File: src/rtl/mdio_pkg.sv
// Shared Clause 22 MDIO definitions: frame field widths, opcodes and the
// responder state enum. The station block imports the same package.
package mdio_pkg;

  localparam int PHYAD_BITS = 5;
  localparam int REGAD_BITS = 5;
  localparam int TA_BITS    = 2;
  localparam int DATA_BITS  = 16;
  localparam int CNT_BITS   = 6;
  localparam int SKIP_BITS  = TA_BITS + DATA_BITS;

  localparam logic [1:0] ST       = 2'b01;
  localparam logic [1:0] OP_READ  = 2'b10;
  localparam logic [1:0] OP_WRITE = 2'b01;
  localparam logic [1:0] TA_WRITE = 2'b10;

  typedef enum logic [3:0] {
    HUNT,
    START,
    OP,
    PHYAD,
    REGAD,
    TA,
    WR_DATA,
    RD_DATA,
    SKIP
  } mdio_state_e;

  function automatic logic op_is_valid(input logic [1:0] op);
    return (op == OP_READ) || (op == OP_WRITE);
  endfunction

endpackage

File: src/rtl/mdio_sync_edge.sv
// Brings MDC and MDIO into the clk domain through 2-flop synchronizers and
// turns MDC rising edges into single-cycle pulses.
module mdio_sync_edge (
  input  logic clk,
  input  logic resetn,
  input  logic mdc,
  input  logic mdio_in,
  output logic mdc_rise,
  output logic mdio_s
);

  localparam int N_CH = 2;

  logic [N_CH-1:0] async_in;
  logic [N_CH-1:0] sync_out;
  logic            mdc_prev_q;
  logic            mdc_prev_d;

  assign async_in = {mdio_in, mdc};

  // Bit 0 carries MDC, bit 1 carries MDIO; both see the same two-stage delay
  // so a data sample taken on the rise pulse lines up with that MDC edge.
  generate
    for (genvar gi = 0; gi < N_CH; gi++) begin : g_sync
      logic [1:0] stage_q;
      logic [1:0] stage_d;

      always_comb begin
        stage_d = {stage_q[0], async_in[gi]};
      end

      always_ff @(posedge clk) begin
        if (!resetn) begin
          stage_q <= 2'b00;
        end else begin
          stage_q <= stage_d;
        end
      end

      assign sync_out[gi] = stage_q[1];
    end
  endgenerate

  always_comb begin
    mdc_prev_d = sync_out[0];
  end

  always_ff @(posedge clk) begin
    if (!resetn) begin
      mdc_prev_q <= 1'b0;
    end else begin
      mdc_prev_q <= mdc_prev_d;
    end
  end

  assign mdc_rise = sync_out[0] & ~mdc_prev_q;
  assign mdio_s   = sync_out[1];

endmodule

File: src/rtl/mdio_responder.sv
// Clause 22 MDIO PHY-side responder: parses frames on MDC rising edges,
// serves register reads by driving MDIO and emits one-clk write strobes.
module mdio_responder
  import mdio_pkg::*;
#(
  parameter logic [PHYAD_BITS-1:0] PHY_ADDRESS  = 5'b00001,
  parameter int                    MIN_PREAMBLE = 32
) (
  input  logic                  clk,
  input  logic                  resetn,
  input  logic                  mdc,
  input  logic                  mdio_in,
  output logic                  mdio_out,
  output logic                  mdio_oe,
  output logic [REGAD_BITS-1:0] reg_rd_adr,
  input  logic [DATA_BITS-1:0]  reg_rd_data,
  output logic                  reg_wr_valid,
  output logic [REGAD_BITS-1:0] reg_wr_adr,
  output logic [DATA_BITS-1:0]  reg_wr_data,
  output logic                  frame_err
);

  localparam logic [CNT_BITS-1:0] PRE_MAX   = CNT_BITS'(MIN_PREAMBLE);
  localparam logic [CNT_BITS-1:0] PHY_LAST  = CNT_BITS'(PHYAD_BITS - 1);
  localparam logic [CNT_BITS-1:0] REG_LAST  = CNT_BITS'(REGAD_BITS - 1);
  localparam logic [CNT_BITS-1:0] DATA_LAST = CNT_BITS'(DATA_BITS - 1);
  localparam logic [CNT_BITS-1:0] DATA_END  = CNT_BITS'(DATA_BITS);
  localparam logic [CNT_BITS-1:0] SKIP_LAST = CNT_BITS'(SKIP_BITS - 1);

  logic mdc_rise;
  logic sample;

  mdio_sync_edge u_sync (
    .clk      (clk),
    .resetn   (resetn),
    .mdc      (mdc),
    .mdio_in  (mdio_in),
    .mdc_rise (mdc_rise),
    .mdio_s   (sample)
  );

  mdio_state_e           state_q,      state_d;
  logic [CNT_BITS-1:0]   cnt_q,        cnt_d;
  logic [1:0]            op_q,         op_d;
  logic                  phy_ok_q,     phy_ok_d;
  logic [DATA_BITS-1:0]  shift_q,      shift_d;
  logic [REGAD_BITS-1:0] regad_q,      regad_d;
  logic [REGAD_BITS-1:0] rd_adr_q,     rd_adr_d;
  logic                  oe_q,         oe_d;
  logic                  out_q,        out_d;
  logic                  wr_valid_q,   wr_valid_d;
  logic [REGAD_BITS-1:0] wr_adr_q,     wr_adr_d;
  logic [DATA_BITS-1:0]  wr_data_q,    wr_data_d;
  logic                  err_q,        err_d;

  always_ff @(posedge clk) begin
    if (!resetn) begin
      state_q    <= HUNT;
      cnt_q      <= '0;
      op_q       <= '0;
      phy_ok_q   <= 1'b0;
      shift_q    <= '0;
      regad_q    <= '0;
      rd_adr_q   <= '0;
      oe_q       <= 1'b0;
      out_q      <= 1'b0;
      wr_valid_q <= 1'b0;
      wr_adr_q   <= '0;
      wr_data_q  <= '0;
      err_q      <= 1'b0;
    end else begin
      state_q    <= state_d;
      cnt_q      <= cnt_d;
      op_q       <= op_d;
      phy_ok_q   <= phy_ok_d;
      shift_q    <= shift_d;
      regad_q    <= regad_d;
      rd_adr_q   <= rd_adr_d;
      oe_q       <= oe_d;
      out_q      <= out_d;
      wr_valid_q <= wr_valid_d;
      wr_adr_q   <= wr_adr_d;
      wr_data_q  <= wr_data_d;
      err_q      <= err_d;
    end
  end

  always_comb begin
    state_d    = state_q;
    cnt_d      = cnt_q;
    op_d       = op_q;
    phy_ok_d   = phy_ok_q;
    shift_d    = shift_q;
    regad_d    = regad_q;
    rd_adr_d   = rd_adr_q;
    oe_d       = oe_q;
    out_d      = out_q;
    wr_valid_d = 1'b0;
    wr_adr_d   = wr_adr_q;
    wr_data_d  = wr_data_q;
    err_d      = 1'b0;

    if (mdc_rise) begin
      unique case (state_q)
        HUNT: begin
          if (sample != ST[1]) begin
            if (cnt_q != PRE_MAX) cnt_d = cnt_q + 1'b1;
          end else if (cnt_q == PRE_MAX) begin
            state_d = START;
            cnt_d   = '0;
          end else begin
            cnt_d = '0;
          end
        end

        START: begin
          cnt_d = '0;
          if (sample == ST[0]) begin
            state_d = OP;
          end else begin
            err_d   = 1'b1;
            state_d = HUNT;
          end
        end

        OP: begin
          op_d = {op_q[0], sample};
          if (cnt_q == '0) begin
            cnt_d = 1;
          end else begin
            cnt_d = '0;
            if (op_is_valid({op_q[0], sample})) begin
              state_d = PHYAD;
            end else begin
              err_d   = 1'b1;
              state_d = HUNT;
            end
          end
        end

        PHYAD: begin
          shift_d = {shift_q[DATA_BITS-2:0], sample};
          if (cnt_q == PHY_LAST) begin
            cnt_d    = '0;
            phy_ok_d = ({shift_q[PHYAD_BITS-2:0], sample} == PHY_ADDRESS);
            state_d  = REGAD;
          end else begin
            cnt_d = cnt_q + 1'b1;
          end
        end

        // REGAD is always clocked in so SKIP only has to swallow TA + data.
        REGAD: begin
          regad_d = {regad_q[REGAD_BITS-2:0], sample};
          if (cnt_q == REG_LAST) begin
            cnt_d = '0;
            if (!phy_ok_q) begin
              state_d = SKIP;
            end else begin
              state_d = TA;
              if (op_q == OP_READ) rd_adr_d = {regad_q[REGAD_BITS-2:0], sample};
            end
          end else begin
            cnt_d = cnt_q + 1'b1;
          end
        end

        TA: begin
          if (op_q == OP_READ) begin
            shift_d = reg_rd_data;
            oe_d    = 1'b1;
            out_d   = 1'b0;
            cnt_d   = '0;
            state_d = RD_DATA;
          end else if (cnt_q == '0) begin
            if (sample == TA_WRITE[1]) begin
              cnt_d = 1;
            end else begin
              err_d   = 1'b1;
              state_d = HUNT;
            end
          end else begin
            cnt_d = '0;
            if (sample == TA_WRITE[0]) begin
              state_d = WR_DATA;
            end else begin
              err_d   = 1'b1;
              state_d = HUNT;
            end
          end
        end

        WR_DATA: begin
          shift_d = {shift_q[DATA_BITS-2:0], sample};
          if (cnt_q == DATA_LAST) begin
            wr_valid_d = 1'b1;
            wr_adr_d   = regad_q;
            wr_data_d  = {shift_q[DATA_BITS-2:0], sample};
            cnt_d      = '0;
            state_d    = HUNT;
          end else begin
            cnt_d = cnt_q + 1'b1;
          end
        end

        // Our own drive is on the pad here, so the sampled bit is never used.
        RD_DATA: begin
          if (cnt_q == DATA_END) begin
            oe_d    = 1'b0;
            out_d   = 1'b0;
            cnt_d   = '0;
            state_d = HUNT;
          end else begin
            out_d   = shift_q[DATA_BITS-1];
            shift_d = {shift_q[DATA_BITS-2:0], 1'b0};
            cnt_d   = cnt_q + 1'b1;
          end
        end

        SKIP: begin
          if (cnt_q == SKIP_LAST) begin
            cnt_d   = '0;
            state_d = HUNT;
          end else begin
            cnt_d = cnt_q + 1'b1;
          end
        end

        default: begin
          state_d = HUNT;
          cnt_d   = '0;
          oe_d    = 1'b0;
          out_d   = 1'b0;
        end
      endcase
    end
  end

  assign mdio_out     = out_q;
  assign mdio_oe      = oe_q;
  assign reg_rd_adr   = rd_adr_q;
  assign reg_wr_valid = wr_valid_q;
  assign reg_wr_adr   = wr_adr_q;
  assign reg_wr_data  = wr_data_q;
  assign frame_err    = err_q;

endmodule

File: config.mk
export PLATFORM = sky130hd
export DESIGN_NAME = mdio_responder
export DESIGN_NICKNAME = d
export VERILOG_FILES = /design/src/rtl/mdio_pkg.sv /design/src/rtl/mdio_sync_edge.sv /design/src/rtl/mdio_responder.sv
export SDC_FILE = /design/constraint.sdc
export NUM_CORES = 1
export LEC_CHECK = 0
export CAP_MARGIN = 30
export CORE_ASPECT_RATIO = 1.5
export CORE_MARGIN = 2
export CORE_UTILIZATION = 47
export DETAILED_ROUTE_END_ITERATION = 8
export HOLD_SLACK_MARGIN = 0.08
export PLACE_DENSITY = 0.75
export SYNTH_ARGS = -nofsm -noshare
export SYNTH_HDL_FRONTEND = slang
export SYNTH_HIERARCHICAL = 1
export SYNTH_SLANG_ARGS = --single-unit
export TNS_END_PERCENT = 1
File: constraint.sdc
create_clock -name clk -period 3.6 [get_ports clk]
set_input_delay 0.54 -clock clk [delete_from_list [all_inputs] [get_ports clk]]
set_output_delay 0.54 -clock clk [all_outputs]
set_load 0.1 [all_outputs]
==> impl_metrics.yaml <==
route:
  viasPerCell: 5.547
  via_count: 2940
  first_iter_violations: 176
  ant_nets: 0
  wl_mm: 7.879
  first_pass_iters: 4
  wl_per_cell_um: 14.87
  drc: 0
timing:
  fin_crit_ps: 2665
  fin_skew_ps: 9.017
  setup_viol: 0
  relSlewSlack_pct: 34.07
  worst_pin_slew_ps: 985.8
  slew_viol_final: 0
  rsz0062_at_grt: "no"
  finalHoldViolations: 0
  setup_tns_ps: 0
  fin_crit_sh_pct: 74.02
  fmax_mhz: 375.3
grt:
  grt_pass1_wl_mm: 13.14
  track_usage_pct: 20.99
  grt_pass1_vias: 2848
  grt_max_degree: 51
  grt_overflow: 0
  antenna_found_initial: 0
placement:
  place_congestion: 0.9256
  dp.cells: 516
  hpwl_mm: 5.533
  numPortBuffers: 49
cts:
  cts_tree: "built"
  clock_path_buffers: 2
  cts_resized: 0
  cts-hold-fix-buffers: 0
  htreeDepth: 3
  cts_buffers: 9
  post-cts-setup-buffers: 0
  worstSkewPairLatency_ps: 340
  cts_root_buffer: "clkbuf_8"
  cts_sinks: 69
  clkTransAtPathRegs_ps: 70
floorplanning:
  chipWidth_um: 73.99
  coreArea_um2: 7179
  start_util_pct: 48.10
  die_area_um2: 8063
  ios: 50
  rows: 38
  die_h_um: 109.0
hold_path:
  worstHoldPathType: "flip-flop to flip-flop"
synth:
  synth_top_cell_area_share_pct: 40.00
  syn_avg_cell_area_um2: 8.877
  yosysTopAreaCell: "dfxtp_1"
  synthTopCellsByArea: "dfxtp_1, nand2_1, mux2i_1"
  synth-edff-count: 0
  synthesis.nets: 413
  syn_area_um2: 3453
  synth_seq_cells: 69
  synth_ff_type: "dfxtp_1"
  ys_seq_area_share_pct: 40.00
  synth_cells: 389
  ys_async_sr_fraction_pct: 0
  yosys-top-cells-count: "nand2_1, dfxtp_1, a21boi_0"
  ys_types: 58
  yosysMostFrequentCell: "nand2_1"
  yosysWarnings: 6
run_status:
  status: "completed"
worst_setup_path:
  crit_path_end_kind: "flip-flop"
  crit_required_ps: 3830
  critPathKind: "flip-flop to flip-flop"
  worstSetupStartpointType: "flip-flop"
  path_cells: "inv_1, ha_1, or3b_4, o311a_4, a211o_4, or3_1, mux2_4"
  max_stage_delay_ps: 480
  worstPathArrival_ps: 2900
  crit_family: "simple AND/OR/NAND/NOR gates"
  cp_num_buf_inv: 1
  path_max_fanout: 8
  crit_slowest_cell: "or3_1"
pwr:
  seqPwrFrac_pct: 55.3
  powerDensity_nw_per_um2: 336.2
  irDropWorstVdd_v: 0.0003027
  p_int_uw: 1081
  sw_frac_of_total_pct: 22.30
  power.switching_uw: 310.2
  power_frac_comb_pct: 4.5
  p_leak_uw: 0.001600
  pwr-share-clk_pct: 40.2
cells_and_area:
  area_delta_synth_final_pct: 19.82
  layout-drive-gt1-share_pct: 7.674
  num-nets-final: 451
  final_cells: 530
  antenna_cells: 0
flow_run:
  cap_viol_max_count: 0
==> state kept, by name, indices dropped and copies added, names as in the netlist, 2 cells and up <==
register / flops
u_sync/g_sync.stage_q: 4
cnt_q: 6
reg_wr_data: 16
reg_rd_adr: 5
reg_wr_adr: 5
shift_q: 16
op_q: 2
state_q: 4
regad_q: 5
==> power groups by stage <==
stage	Sequential [µW]	Combinational, µW	Clock, µW
after global routing	769	68.5	599
after detailed placement	786	62.8	0
after CTS	769	62.9	570
after floorplan	785	35.1	0
after global placement	786	61.8	0
final	769	63.0	559
==> cells by family (layout without fill, tap and decap cells) <==
kind of cell / after synthesis / in the layout / synth area share [%]
simple gates: 165 / 165 / 24.56
compound gates: 84 / 84 / 19.82
flops: 69 / 69 / 40.00
buf+inv: 38 / 79 / 5.652
mux: 28 / 28 / 8.261
fa+ha+maj: 4 / 4 / 1.449
xor+xnor: 1 / 1 / 0.2537
==> metrics by stage <==
step	worst slack [ps]	hold WS [ps]	util (%)	power, µW	instance area (µm²)
3_5_place_dp	954.9	423.7	55.32	849.2	3971
6_report	935.3	436.0	57.63	1391	4138
3_3_place_gp	1001	415.8	55.32	848.0	3971
5_1_grt	864.8	456.9	57.63	1436	4138
4_1_cts	937.5	438.8	57.63	1402	4138
2_1_floorplan	1099	411.8	-	819.7	3453
==> worst paths after layout <==
kind / start / endpoint / slack (ps) / cells after the start
worst max register to register: cnt_q[0]$_SDFFE_PN0P_ / state_q[2]$_SDFFE_PN0P_ / 940 / 7
worst min-delay path: u_sync/g_sync[0].stage_q[0]$_SDFF_PN0_ / u_sync/g_sync[0].stage_q[1]$_SDFF_PN0_ / 440 / 1
worst min register to register: u_sync/g_sync[0].stage_q[0]$_SDFF_PN0_ / u_sync/g_sync[0].stage_q[1]$_SDFF_PN0_ / 440 / 1
worst max-delay path: cnt_q[0]$_SDFFE_PN0P_ / state_q[2]$_SDFFE_PN0P_ / 940 / 7
==> final cells by class <==
type | instances | area [µm²]
Clock buffer | 13 | 158.9
Multi-Input combinational cell | 282 | 1886
Clock inverter | 1 | 7.507
Fill cell | 643 | 3042
Sequential cell | 69 | 1381
Tap cell | 100 | 125.1
Timing Repair Buffer | 58 | 553.0
Inverter | 7 | 26.28
==> worst reg2reg max path: cells and delay by family (launching register included) <==
family | cells | cell delay [ps]
buf+inv | 1 | 80
compound gates | 2 | 710
flops | 1 | 340
mux | 1 | 330
simple gates | 2 | 900
fa+ha+maj | 1 | 200
==> layout by cell type (no fill, tap or decap), drive strengths merged, types with 3 or more instances in the layout <==
cell type / n
a21boi: 31
and2: 8
and3: 4
buf: 10
clkbuf: 13
clkdlybuf4s50: 48
dfxtp: 69
ha: 4
inv: 7
mux2i: 27
nand2: 76
nand2b: 3
nand3: 17
nand4: 3
nor2: 9
nor2b: 17
nor3: 4
nor3b: 3
nor4: 3
nor4b: 3
o211a: 16
o211ai: 4
o21ai: 8
or3: 3
==> routing by layer <==
| layer | track usage, % | wire length, µm | part of all wire (%) | up-vias |
|---|---|---|---|---|
| met5 | 0 | 0 | 0 | - |
| met4 | 9.091 | 177 | 2.2 | 0 |
| met3 | 5.083 | 232 | 2.9 | 14 |
| met2 | 35.78 | 4113 | 52 | 61 |
| met1 | 24.55 | 3356 | 43 | 1414 |
| li1 | - | - | - | 1451 |
(Power assumes the default switching activity.)
==> patch (same flow settings) <==
The package constant `PHYAD_BITS` goes from 5 to 10.
--- a/src/rtl/mdio_pkg.sv
+++ b/src/rtl/mdio_pkg.sv
@@ -2,7 +2,7 @@
 // responder state enum. The station block imports the same package.
 package mdio_pkg;
 
-  localparam int PHYAD_BITS = 5;
+  localparam int PHYAD_BITS = 10;
   localparam int REGAD_BITS = 5;
   localparam int TA_BITS    = 2;
   localparam int DATA_BITS  = 16;
Behaviour: no difference found for any inputs over 10 cycles, from zero or initial values and one cycle with resetn low; that may be too few to reach the edited logic, so the function may still have changed.
==> patch against the original RTL <==
Synthesized area shrank 3.8%. Design area shrank 2.7%. Hold slack gained 0.00092 ns. Total power grew 15%. Largest power group unchanged. Sequential power is essentially flat. Critical path depth shrank 1. Combinational power grew 2%. Largest cell class unchanged. Sequential cell count is the same. Worst setup slack gained 0.15 ns. Fmax grew 6.1%. Wire length grew 2.9%.
==> patch: results (changes against the original RTL) <==
| Metric | Value |
|---|---|
| Commonest cells post-synth | `69 x dfxtp_1, 57 x nand2_1, 36 x a21oi_1, 34 x nor2_1, 26 x mux2i_1` |
| Worst R2R Start | `state_q[2]` |
| First-pass GRT wire length | `13500 um (+2.6%)` |
| Sequential element share of the synthesized area | `0.416 (+0.0158)` |
| Pre-antenna DRT Iters | `5 (+1)` |
| Clock Latency Late Sink | `0.36 ns (+0.02 ns)` |
| Worst slew margin | `0.339 (-0.00190)` |
| Layout Nets | `442 (-2.0%)` |
| CP max stage delay | `0.63 ns (+0.15 ns)` |
| Vias per cell | `5.90 (+6.4%)` |
| Worst EP arrival | `2.82 ns (-0.08 ns)` |
| Synth Instances | `383 (-1.5%)` |
| R2r setup slk | `1.09 ns (+0.15 ns)` |
| Vias in the first global route | `2843 (-0.18%)` |
| Min-Delay Path Depth | `1 (unchanged)` |
| Clock buffer depth | `2 (unchanged)` |
| Worst r2r dst | `cnt_q[4]` |
| GPL Wtd Cong | `0.959 (+3.6%)` |
| Ys Warns | `6 (unchanged)` |
| Crit-path slowest cell | `dfxtp_1` |
| GRT Util Overall | `0.221 (+0.0107)` |
| Leakage | `1.29 nW (-19%)` |
| 1st-iter DRT viols | `210 (+19%)` |
| Crit-path max FO | `14 (+6)` |
| IO Port Bufs | `49 (unchanged)` |
| Detailed placer's ending HPWL | `5570 um (+0.61%)` |
| Post-synth ARST share | `0 (unchanged)` |
| Dpl cell area | `3790 um2 (-4.7%)` |
| Post-synth cell types | `58 (unchanged)` |
| Reg2Reg Depth | `6 (-1)` |
| Pre-CTS setup slack | `1.18 ns (+0.230 ns)` |
| Final Skew | `0.00599 ns (-0.00303 ns)` |
| Synth area leaders | `dfxtp_1 42%, mux2i_1 7.8%, nand2_1 6.4%` |
| Hold WS | `0.437 ns (+0.000917 ns)` |
| # resized after CTS | `0 (unchanged)` |
| Post-Syn Nets | `407 (-1.5%)` |
| Placed cell count | `485 (-6.0%)` |
| Routed length per instance | `16.2 um (+8.9%)` |
| Fin cells | `501 (-5.5%)` |
| Largest net degree at the start of global routing | `59 (+16%)` |
| Worst IR Drop VDD | `283 uV (-6.4%)` |
| CTS H-tree depth | `3 (unchanged)` |
| Initial antenna violation count | `0 (unchanged)` |
| Status | `completed` |
| Layout cell share with drive strength beyond 1 | `0.0922 (+0.0155)` |
| Crit path max-delay family | `compound AO/OA/AOI/OAI gates` |
## patch: cell types whose count changed after synthesis, moves of 9 or more
cell / change
a21oi_1: +34
nand2_1: -19
nor2b_1: -12
nor2_1: +25
clkbuf_1: -9
a21boi_0: -31
a211oi_1: +17
o211a_1: -16
## patch: how the worst max path moves through the flow
stage	endpoint	slack [ns]
3_5_place_dp	cnt_q[4]	1.18
2_1_floorplan	cnt_q[2]	1.47
4_1_cts	mdio_oe	1.15
3_3_place_gp	state_q[2]	1.23
5_1_grt	cnt_q[4]	0.94
6_report	cnt_q[4]	1.09
## patch: area by class of cell
type | count | area, um2
Sequential cell | 69 | 1380
Fill cell | 598 | 2830
Timing Repair Buffer | 53 | 520
Clock inverter | 6 | 111
Multi-Input combinational cell | 277 | 1760
Clock buffer | 10 | 128
Inverter | 8 | 30.0
Tap cell | 78 | 97.6
## patch: worst register-to-register path: stages (launching register included)
cell and delay [ns]:
dfxtp_1 0.63, nor4bb_1 0.49, buf_4 0.23, nand2_1 0.11, o311ai_4 0.47, o31ai_1 0.24, o21ba_2 0.28
## patch: where the power goes
part / switching (mW) / total [mW] / internal (mW)
clock network: 0.308 / 0.768 / 0.460
logic: 0.0327 / 0.0641 / 0.0314
registers: 0.00356 / 0.769 / 0.766
## patch: cells by family (layout without fill, tap and decap cells)
logic type | after synthesis | in the layout | synth area share
buf+inv | 37 | 77 | 0.0569
compound gates | 88 | 88 | 0.181
flops | 69 | 69 | 0.416
mux | 26 | 26 | 0.0783
simple gates | 159 | 159 | 0.253
fa+ha+maj | 4 | 4 | 0.0151
## patch: routing by layer
layer	GRT usage	up-vias	part of all wire
met4	0.104	0	0.027
met5	0	-	0
met3	0.0564	22	0.054
li1	-	1433	-
met1	0.269	1394	0.41
met2	0.358	108	0.51
